$ cat src/rtl/tmds_video_tx_pkg.sv
// Shared definitions for the TMDS video transmitter: DVI control tokens,
// token selection and raster-size helpers.
package tmds_video_tx_pkg;

  localparam logic [9:0] TOKEN_00 = 10'b1101010100;
  localparam logic [9:0] TOKEN_01 = 10'b0010101011;
  localparam logic [9:0] TOKEN_10 = 10'b0101010100;
  localparam logic [9:0] TOKEN_11 = 10'b1010101011;

  typedef struct packed {
    logic active;
    logic hsync;
    logic vsync;
  } vid_ctrl_t;

  // ctrl = {c1, c0}
  function automatic logic [9:0] ctrl_token(input logic [1:0] ctrl);
    logic [9:0] tok;
    unique case (ctrl)
      2'b00:   tok = TOKEN_00;
      2'b01:   tok = TOKEN_01;
      2'b10:   tok = TOKEN_10;
      default: tok = TOKEN_11;
    endcase
    return tok;
  endfunction

  function automatic int unsigned h_total(input int unsigned active, input int unsigned fp,
                                          input int unsigned sync, input int unsigned bp);
    return active + fp + sync + bp;
  endfunction

  function automatic int unsigned v_total(input int unsigned active, input int unsigned fp,
                                          input int unsigned sync, input int unsigned bp);
    return active + fp + sync + bp;
  endfunction

endpackage

$ cat src/rtl/tmds_video_tx_enc.sv
// DVI 1.0 TMDS channel encoder: transition minimisation, DC balancing with a
// running disparity counter, and control-token insertion during blanking.
module tmds_channel_enc
  import tmds_video_tx_pkg::*;
#(
  parameter logic [1:0] RST_CTRL = 2'b00
) (
  input  logic       pixclk,
  input  logic       rst,
  input  logic       en,
  input  logic [7:0] data_i,
  input  logic [1:0] ctrl_i,
  input  logic       de_i,
  output logic [9:0] sym_o
);

  logic [3:0]        n1_data;
  logic [3:0]        n1_qm;
  logic              use_xnor;
  logic              acc;
  logic [8:0]        q_m;
  logic signed [4:0] bal;
  logic signed [4:0] cnt_q, cnt_d;
  logic [9:0]        sym_q, sym_d;

  always_comb begin
    n1_data = '0;
    for (int i = 0; i < 8; i++) n1_data = n1_data + 4'(data_i[i]);
    use_xnor = (n1_data > 4'd4) || ((n1_data == 4'd4) && !data_i[0]);

    acc  = data_i[0];
    q_m  = '0;
    q_m[0] = acc;
    for (int i = 1; i < 8; i++) begin
      acc    = use_xnor ? ~(acc ^ data_i[i]) : (acc ^ data_i[i]);
      q_m[i] = acc;
    end
    q_m[8] = ~use_xnor;

    n1_qm = '0;
    for (int i = 0; i < 8; i++) n1_qm = n1_qm + 4'(q_m[i]);
    // ones minus zeros of q_m[7:0]; wraps correctly for n1_qm == 8
    bal = $signed({n1_qm, 1'b0}) - 5'sd8;

    sym_d = sym_q;
    cnt_d = cnt_q;
    if (!de_i) begin
      sym_d = ctrl_token(ctrl_i);
      cnt_d = '0;
    end else if ((cnt_q == 5'sd0) || (n1_qm == 4'd4)) begin
      sym_d = {~q_m[8], q_m[8], q_m[8] ? q_m[7:0] : ~q_m[7:0]};
      cnt_d = q_m[8] ? cnt_q + bal : cnt_q - bal;
    end else if (cnt_q[4] == bal[4]) begin
      sym_d = {1'b1, q_m[8], ~q_m[7:0]};
      cnt_d = cnt_q - bal + $signed({3'b000, q_m[8], 1'b0});
    end else begin
      sym_d = {1'b0, q_m[8], q_m[7:0]};
      cnt_d = cnt_q + bal - $signed({3'b000, ~q_m[8], 1'b0});
    end
  end

  always_ff @(posedge pixclk or posedge rst) begin
    if (rst) begin
      cnt_q <= '0;
      sym_q <= ctrl_token(RST_CTRL);
    end else if (en) begin
      cnt_q <= cnt_d;
      sym_q <= sym_d;
    end
  end

  assign sym_o = sym_q;

endmodule

$ cat src/rtl/tmds_video_tx.sv
// Raster timing generator plus three TMDS channel encoders; sync/active are
// delayed PIX_LAT enabled cycles to line up with the externally fetched RGB.
module tmds_video_tx
  import tmds_video_tx_pkg::*;
#(
  parameter int unsigned H_ACTIVE = 640,
  parameter int unsigned H_FP     = 16,
  parameter int unsigned H_SYNC   = 96,
  parameter int unsigned H_BP     = 48,
  parameter int unsigned V_ACTIVE = 480,
  parameter int unsigned V_FP     = 10,
  parameter int unsigned V_SYNC   = 2,
  parameter int unsigned V_BP     = 33,
  parameter int unsigned SYNC_POS = 1,
  parameter int unsigned PIX_LAT  = 1
) (
  input  logic        pixclk,
  input  logic        rst,
  input  logic        en,
  output logic [11:0] x,
  output logic [11:0] y,
  output logic        pix_req,
  output logic        frame_start,
  input  logic [7:0]  red,
  input  logic [7:0]  green,
  input  logic [7:0]  blue,
  output logic [9:0]  tmds_red,
  output logic [9:0]  tmds_green,
  output logic [9:0]  tmds_blue,
  output logic        de
);

  localparam int unsigned H_TOTAL = h_total(H_ACTIVE, H_FP, H_SYNC, H_BP);
  localparam int unsigned V_TOTAL = v_total(V_ACTIVE, V_FP, V_SYNC, V_BP);
  localparam logic [11:0] X_LAST  = 12'(H_TOTAL - 1);
  localparam logic [11:0] Y_LAST  = 12'(V_TOTAL - 1);
  localparam logic [11:0] X_ACT   = 12'(H_ACTIVE);
  localparam logic [11:0] Y_ACT   = 12'(V_ACTIVE);
  localparam logic [11:0] HS_BEG  = 12'(H_ACTIVE + H_FP);
  localparam logic [11:0] HS_END  = 12'(H_ACTIVE + H_FP + H_SYNC);
  localparam logic [11:0] VS_BEG  = 12'(V_ACTIVE + V_FP);
  localparam logic [11:0] VS_END  = 12'(V_ACTIVE + V_FP + V_SYNC);
  // Blue's control levels while syncs are deasserted
  localparam logic [1:0]  IDLE_CTRL = (SYNC_POS != 0) ? 2'b00 : 2'b11;

  logic [11:0] x_q, x_d, y_q, y_d;
  logic        fs_q, fs_d;
  logic        de_q;
  vid_ctrl_t   ctrl_now;
  vid_ctrl_t   smp;
  vid_ctrl_t   pipe_q [PIX_LAT];
  logic        hs_lvl, vs_lvl;

  always_comb begin
    x_d = x_q + 12'd1;
    y_d = y_q;
    if (x_q == X_LAST) begin
      x_d = '0;
      y_d = (y_q == Y_LAST) ? '0 : y_q + 12'd1;
    end
    fs_d = (x_d == '0) && (y_d == '0);

    ctrl_now.active = (x_q < X_ACT) && (y_q < Y_ACT);
    ctrl_now.hsync  = (x_q >= HS_BEG) && (x_q < HS_END);
    ctrl_now.vsync  = (y_q >= VS_BEG) && (y_q < VS_END);
  end

  always_ff @(posedge pixclk or posedge rst) begin
    if (rst) begin
      x_q  <= '0;
      y_q  <= '0;
      fs_q <= 1'b0;
      de_q <= 1'b0;
      for (int i = 0; i < PIX_LAT; i++) pipe_q[i] <= '0;
    end else if (en) begin
      x_q  <= x_d;
      y_q  <= y_d;
      fs_q <= fs_d;
      de_q <= smp.active;
      pipe_q[0] <= ctrl_now;
      for (int i = 1; i < PIX_LAT; i++) pipe_q[i] <= pipe_q[i-1];
    end
  end

  assign smp    = pipe_q[PIX_LAT-1];
  assign hs_lvl = (SYNC_POS != 0) ? smp.hsync : ~smp.hsync;
  assign vs_lvl = (SYNC_POS != 0) ? smp.vsync : ~smp.vsync;

  tmds_channel_enc #(.RST_CTRL(2'b00)) u_enc_red (
    .pixclk (pixclk),
    .rst    (rst),
    .en     (en),
    .data_i (red),
    .ctrl_i (2'b00),
    .de_i   (smp.active),
    .sym_o  (tmds_red)
  );

  tmds_channel_enc #(.RST_CTRL(2'b00)) u_enc_green (
    .pixclk (pixclk),
    .rst    (rst),
    .en     (en),
    .data_i (green),
    .ctrl_i (2'b00),
    .de_i   (smp.active),
    .sym_o  (tmds_green)
  );

  tmds_channel_enc #(.RST_CTRL(IDLE_CTRL)) u_enc_blue (
    .pixclk (pixclk),
    .rst    (rst),
    .en     (en),
    .data_i (blue),
    .ctrl_i ({vs_lvl, hs_lvl}),
    .de_i   (smp.active),
    .sym_o  (tmds_blue)
  );

  assign x           = x_q;
  assign y           = y_q;
  assign pix_req     = ctrl_now.active;
  assign frame_start = fs_q;
  assign de          = de_q;

endmodule

$ cat config.mk
export PLATFORM = sky130hd
export DESIGN_NAME = tmds_video_tx
export DESIGN_NICKNAME = d
export VERILOG_FILES = /design/src/rtl/tmds_video_tx_pkg.sv /design/src/rtl/tmds_video_tx_enc.sv /design/src/rtl/tmds_video_tx.sv
export SDC_FILE = /design/constraint.sdc
export NUM_CORES = 1
export LEC_CHECK = 0
export ABC_AREA = 1
export ABC_CLOCK_PERIOD_IN_PS = 4300
export CAP_MARGIN = 15
export CORE_MARGIN = 2
export CORE_UTILIZATION = 50
export CTS_CLUSTER_SIZE = 10
export DETAILED_ROUTE_END_ITERATION = 12
export HOLD_SLACK_MARGIN = 0.05
export PLACE_DENSITY = 0.81
export SYNTH_ARGS = -nofsm -noshare
export SYNTH_HDL_FRONTEND = slang
export SYNTH_SLANG_ARGS = --single-unit
$ cat constraint.sdc
create_clock -name pixclk -period 4.3 [get_ports pixclk]
set_clock_uncertainty 0.2 [all_clocks]
set_input_delay 1.29 -clock pixclk [delete_from_list [all_inputs] [get_ports pixclk]]
set_output_delay 1.29 -clock pixclk [all_outputs]
set_load 0.1 [all_outputs]
==> results by group <==
GRT
  – Initial antenna violation count: 1
  – Largest net degree at the start of global routing: 72
  – GRT overflow: 0
  – Vias in the first global route: 7687
  – Total track usage: 35.2%
  – First-pass GRT wire length: 39.6 mm

Clock tree
  – Clock Sinks: 71
  – Hold buffer count at CTS: 0
  – CTS root buffer: clkbuf_16
  – Skew-Pair Late Insertion Delay: 0.36 ns
  – TritonCTS clock tree: yes
  – Clock Path Buffers: 2
  – CTS H-tree lvls: 3
  – TritonCTS Buffers: 9
  – Clock-pin slew on the worst setup and hold paths: 0.06 ns

Timing
  – Fin crit share: 194%
  – Slew HR: 32.2%
  – Fmax achieved: 120 MHz
  – Tmin final: 8.32 ns
  – Final Max Slew Viols: 0
  – Worst Tran Pin Value: 1.01 ns
  – Setup TNS: -133.04 ns
  – RSZ-0062 raised after global routing: yes
  – Hold WS: 0.295 ns
  – Setup ws final: -4.02 ns
  – Final setup violation count: 40
  – Hold Vio Cnt, Final: 0

Layout
  – Fin nets: 1255
  – Commonest non-fill, non-tap cell in the layout: buf_4
  – N_diodes: 0
  – Ratio of cells with drive above 1 in the final layout: 44.8%
  – Syn-to-layout area delta: 59.2%
  – Most frequent cells in the layout: buf_4, nand2_1, inv_1
  – Util after Layout: 80.9%

Critical path
  – WP data arrival: 8.33 ns
  – Req. time, crit path: 4.31 ns
  – Cells on worst reg2reg path: 11
  – Worst Setup End Kind: flop
  – CP max stage cell: fa_2
  – RR Endpoint: frame_start$_DFFE_PP0P_
  – Setup slack, reg-to-reg: 1.40 ns
  – RR Startpoint: x[0]$_DFFE_PP0P_
  – Delay of the slowest critical-path stage: 0.57 ns
  – CP Max Fanout: 10
  – Crit path launch type: input pin
  – CP startpoint: blue[1]
  – Type of the worst setup path: in -> reg

Logic synthesis
  – Syn_nets: 966
  – Synth Area in Simple Gates: 20.2%
  – Synth unique cells: 46
  – Mux contribution to synthesized area: 0%
  – Synth top area cells: dfrtp_1, ha_1, fa_1, nand2_1, inv_1
  – Yosys Warn Count: 0
  – Synth Area in Compound Gates: 14.4%
  – Yosys reg bits: 71
  – Post-synth EDFFs: 0
  – Syn Std Cell Area: 6700 sq um
  – Largest area contributor in the synthesized netlist: dfrtp_1
  – Sequential-to-total area share from yosys stat: 26.8%
  – Synthesized netlist cell count: 844
  – Syn_area_per_cell: 7.94 sq um
  – Adder and majority gate portion of the synthesized area: 21.1%
  – Asr flop ratio synth: 100%
  – Synth Flop Type: dfrtp_1
  – Main combinational cell family by area after synthesis: adder cells
  – Share of the synthesized area in the top cell type: 20.9%
  – Xor-xnor portion of the synthesized cell area: 8.01%

Routing
  – DRT Pass-1 Iters: 8
  – Total Wirelength: 30.6 mm
  – DRT antenna net count: 0
  – Via Count: 8224
  – DRC errors left: 0
  – Vias per cell: 6.26
  – Starting DRT DRC Count: 1297
  – Wire per inst: 23.3 um

Hold path
  – Endpoint, Worst Hold: frame_start$_DFFE_PP0P_
  – Worst hold start: frame_start$_DFFE_PP0P_
  – Hold Crit Class: reg -> reg
  – Hold depth: 2

Floorplan
  – I/O pin count: 84
  – Die Wd: 120 um
  – Die area: 14300 sq um
  – Rows: 42
  – Core area: 13200 sq um
  – Initial Util: 50.8%
  – Die H: 120 um

Placement
  – PortBufs: 83
  – Routability cong.: 0.955
  – Hpwl dp: 14.0 mm

Job
  – Max Cap Violations: 0

Status
  – Run status: finished, violations left
  – Failing checks: negative setup slack
[through the flow]
step,std cells,worst slack [ns],area [sq um]
6_report,1314,-4.02,10700
4_1_cts,1291,-3.46,10000
5_1_grt,1314,-4.09,10700
2_1_floorplan,844,-3.40,6990
3_5_place_dp,1208,-4.05,8800
3_3_place_gp,1208,-3.91,8800
[state kept, by name, indices dropped and copies added (netlist names)]
register	cells
de	1
frame_start	1
u_enc_green.sym_o	10
x	12
u_enc_red.sym_o	10
hs_lvl	1
u_enc_blue.sym_o	10
u_enc_green.cnt_q	4
vs_lvl	1
u_enc_blue.cnt_q	4
pipe_q	1
u_enc_red.cnt_q	4
y	12
[final cells by class]
type | count | area [sq um]
multi-input cells | 606 | 5230
fillers | 656 | 2520
repair buffers | 295 | 2500
flip-flops and latches | 71 | 1800
inverters | 150 | 608
clock buffers | 11 | 253
well taps | 176 | 220
clock inverters | 5 | 63.8
[worst max-delay path, delay by kind of cell]
family | cells | cell delay [ns]
AO/OA/AOI/OAI | 5 | 0.85
adder cells (fa/ha/maj) | 8 | 3.48
buffers and inverters | 11 | 1.11
AND/OR/NAND/NOR | 12 | 1.57
[Yosys cell counts (6+ instances only)]
| cell | count |
|---|---|
| a211oi_1 | 6 |
| a21oi_1 | 30 |
| clkbuf_1 | 13 |
| dfrtp_1 | 56 |
| dfstp_2 | 15 |
| fa_1 | 30 |
| ha_1 | 65 |
| inv_1 | 147 |
| nand2_1 | 150 |
| nand3_1 | 34 |
| nand4_1 | 9 |
| nor2_1 | 56 |
| nor3_1 | 11 |
| o211ai_1 | 12 |
| o21ai_0 | 70 |
| o22ai_1 | 15 |
| or2_2 | 8 |
| xnor2_1 | 11 |
| xor2_1 | 38 |
[kinds of logic after synthesis]
logic type,count (synthesis)
xor gates and xnor gates,54
buffers and inverters,167
and+or+nand+nor,294
adders and majority gates,95
DFF,71
AOI/OAI and AO/OA,163
[worst max-delay path by stage]
stage               cells after the start                                to
global placement                       27    u_enc_red.cnt_q[4]$_DFFE_PP0P_
CTS                                    26  u_enc_green.cnt_q[3]$_DFFE_PP0P_
global route                           34   u_enc_blue.cnt_q[4]$_DFFE_PP0P_
detailed placement                     30    u_enc_red.sym_o[6]$_DFFE_PP1P_
floorplan                              26    u_enc_red.cnt_q[4]$_DFFE_PP0P_
finish                                 36   u_enc_blue.cnt_q[4]$_DFFE_PP0P_
[per-layer routing]
layer / vias to the layer above / global-route usage, % / wire [um]
li1: 3339 / - / -
met3: 293 / 7.75 / 3380
met5: - / 0 / 47
met4: 2 / 22.3 / 3030
met2: 780 / 58.8 / 13900
met1: 3810 / 41.1 / 10200
[repair_timing]
action                                  4_1_cts  5_1_grt
hold endpoints to repair                      0        0
pin swaps                                    86       68
endpoints found under the setup margin       42       40
buffers inserted                             68       25
resized for setup                           154      109
Power is not shown: default switching activity piles up to over one toggle a cycle in this logic, so the estimate is an artifact.
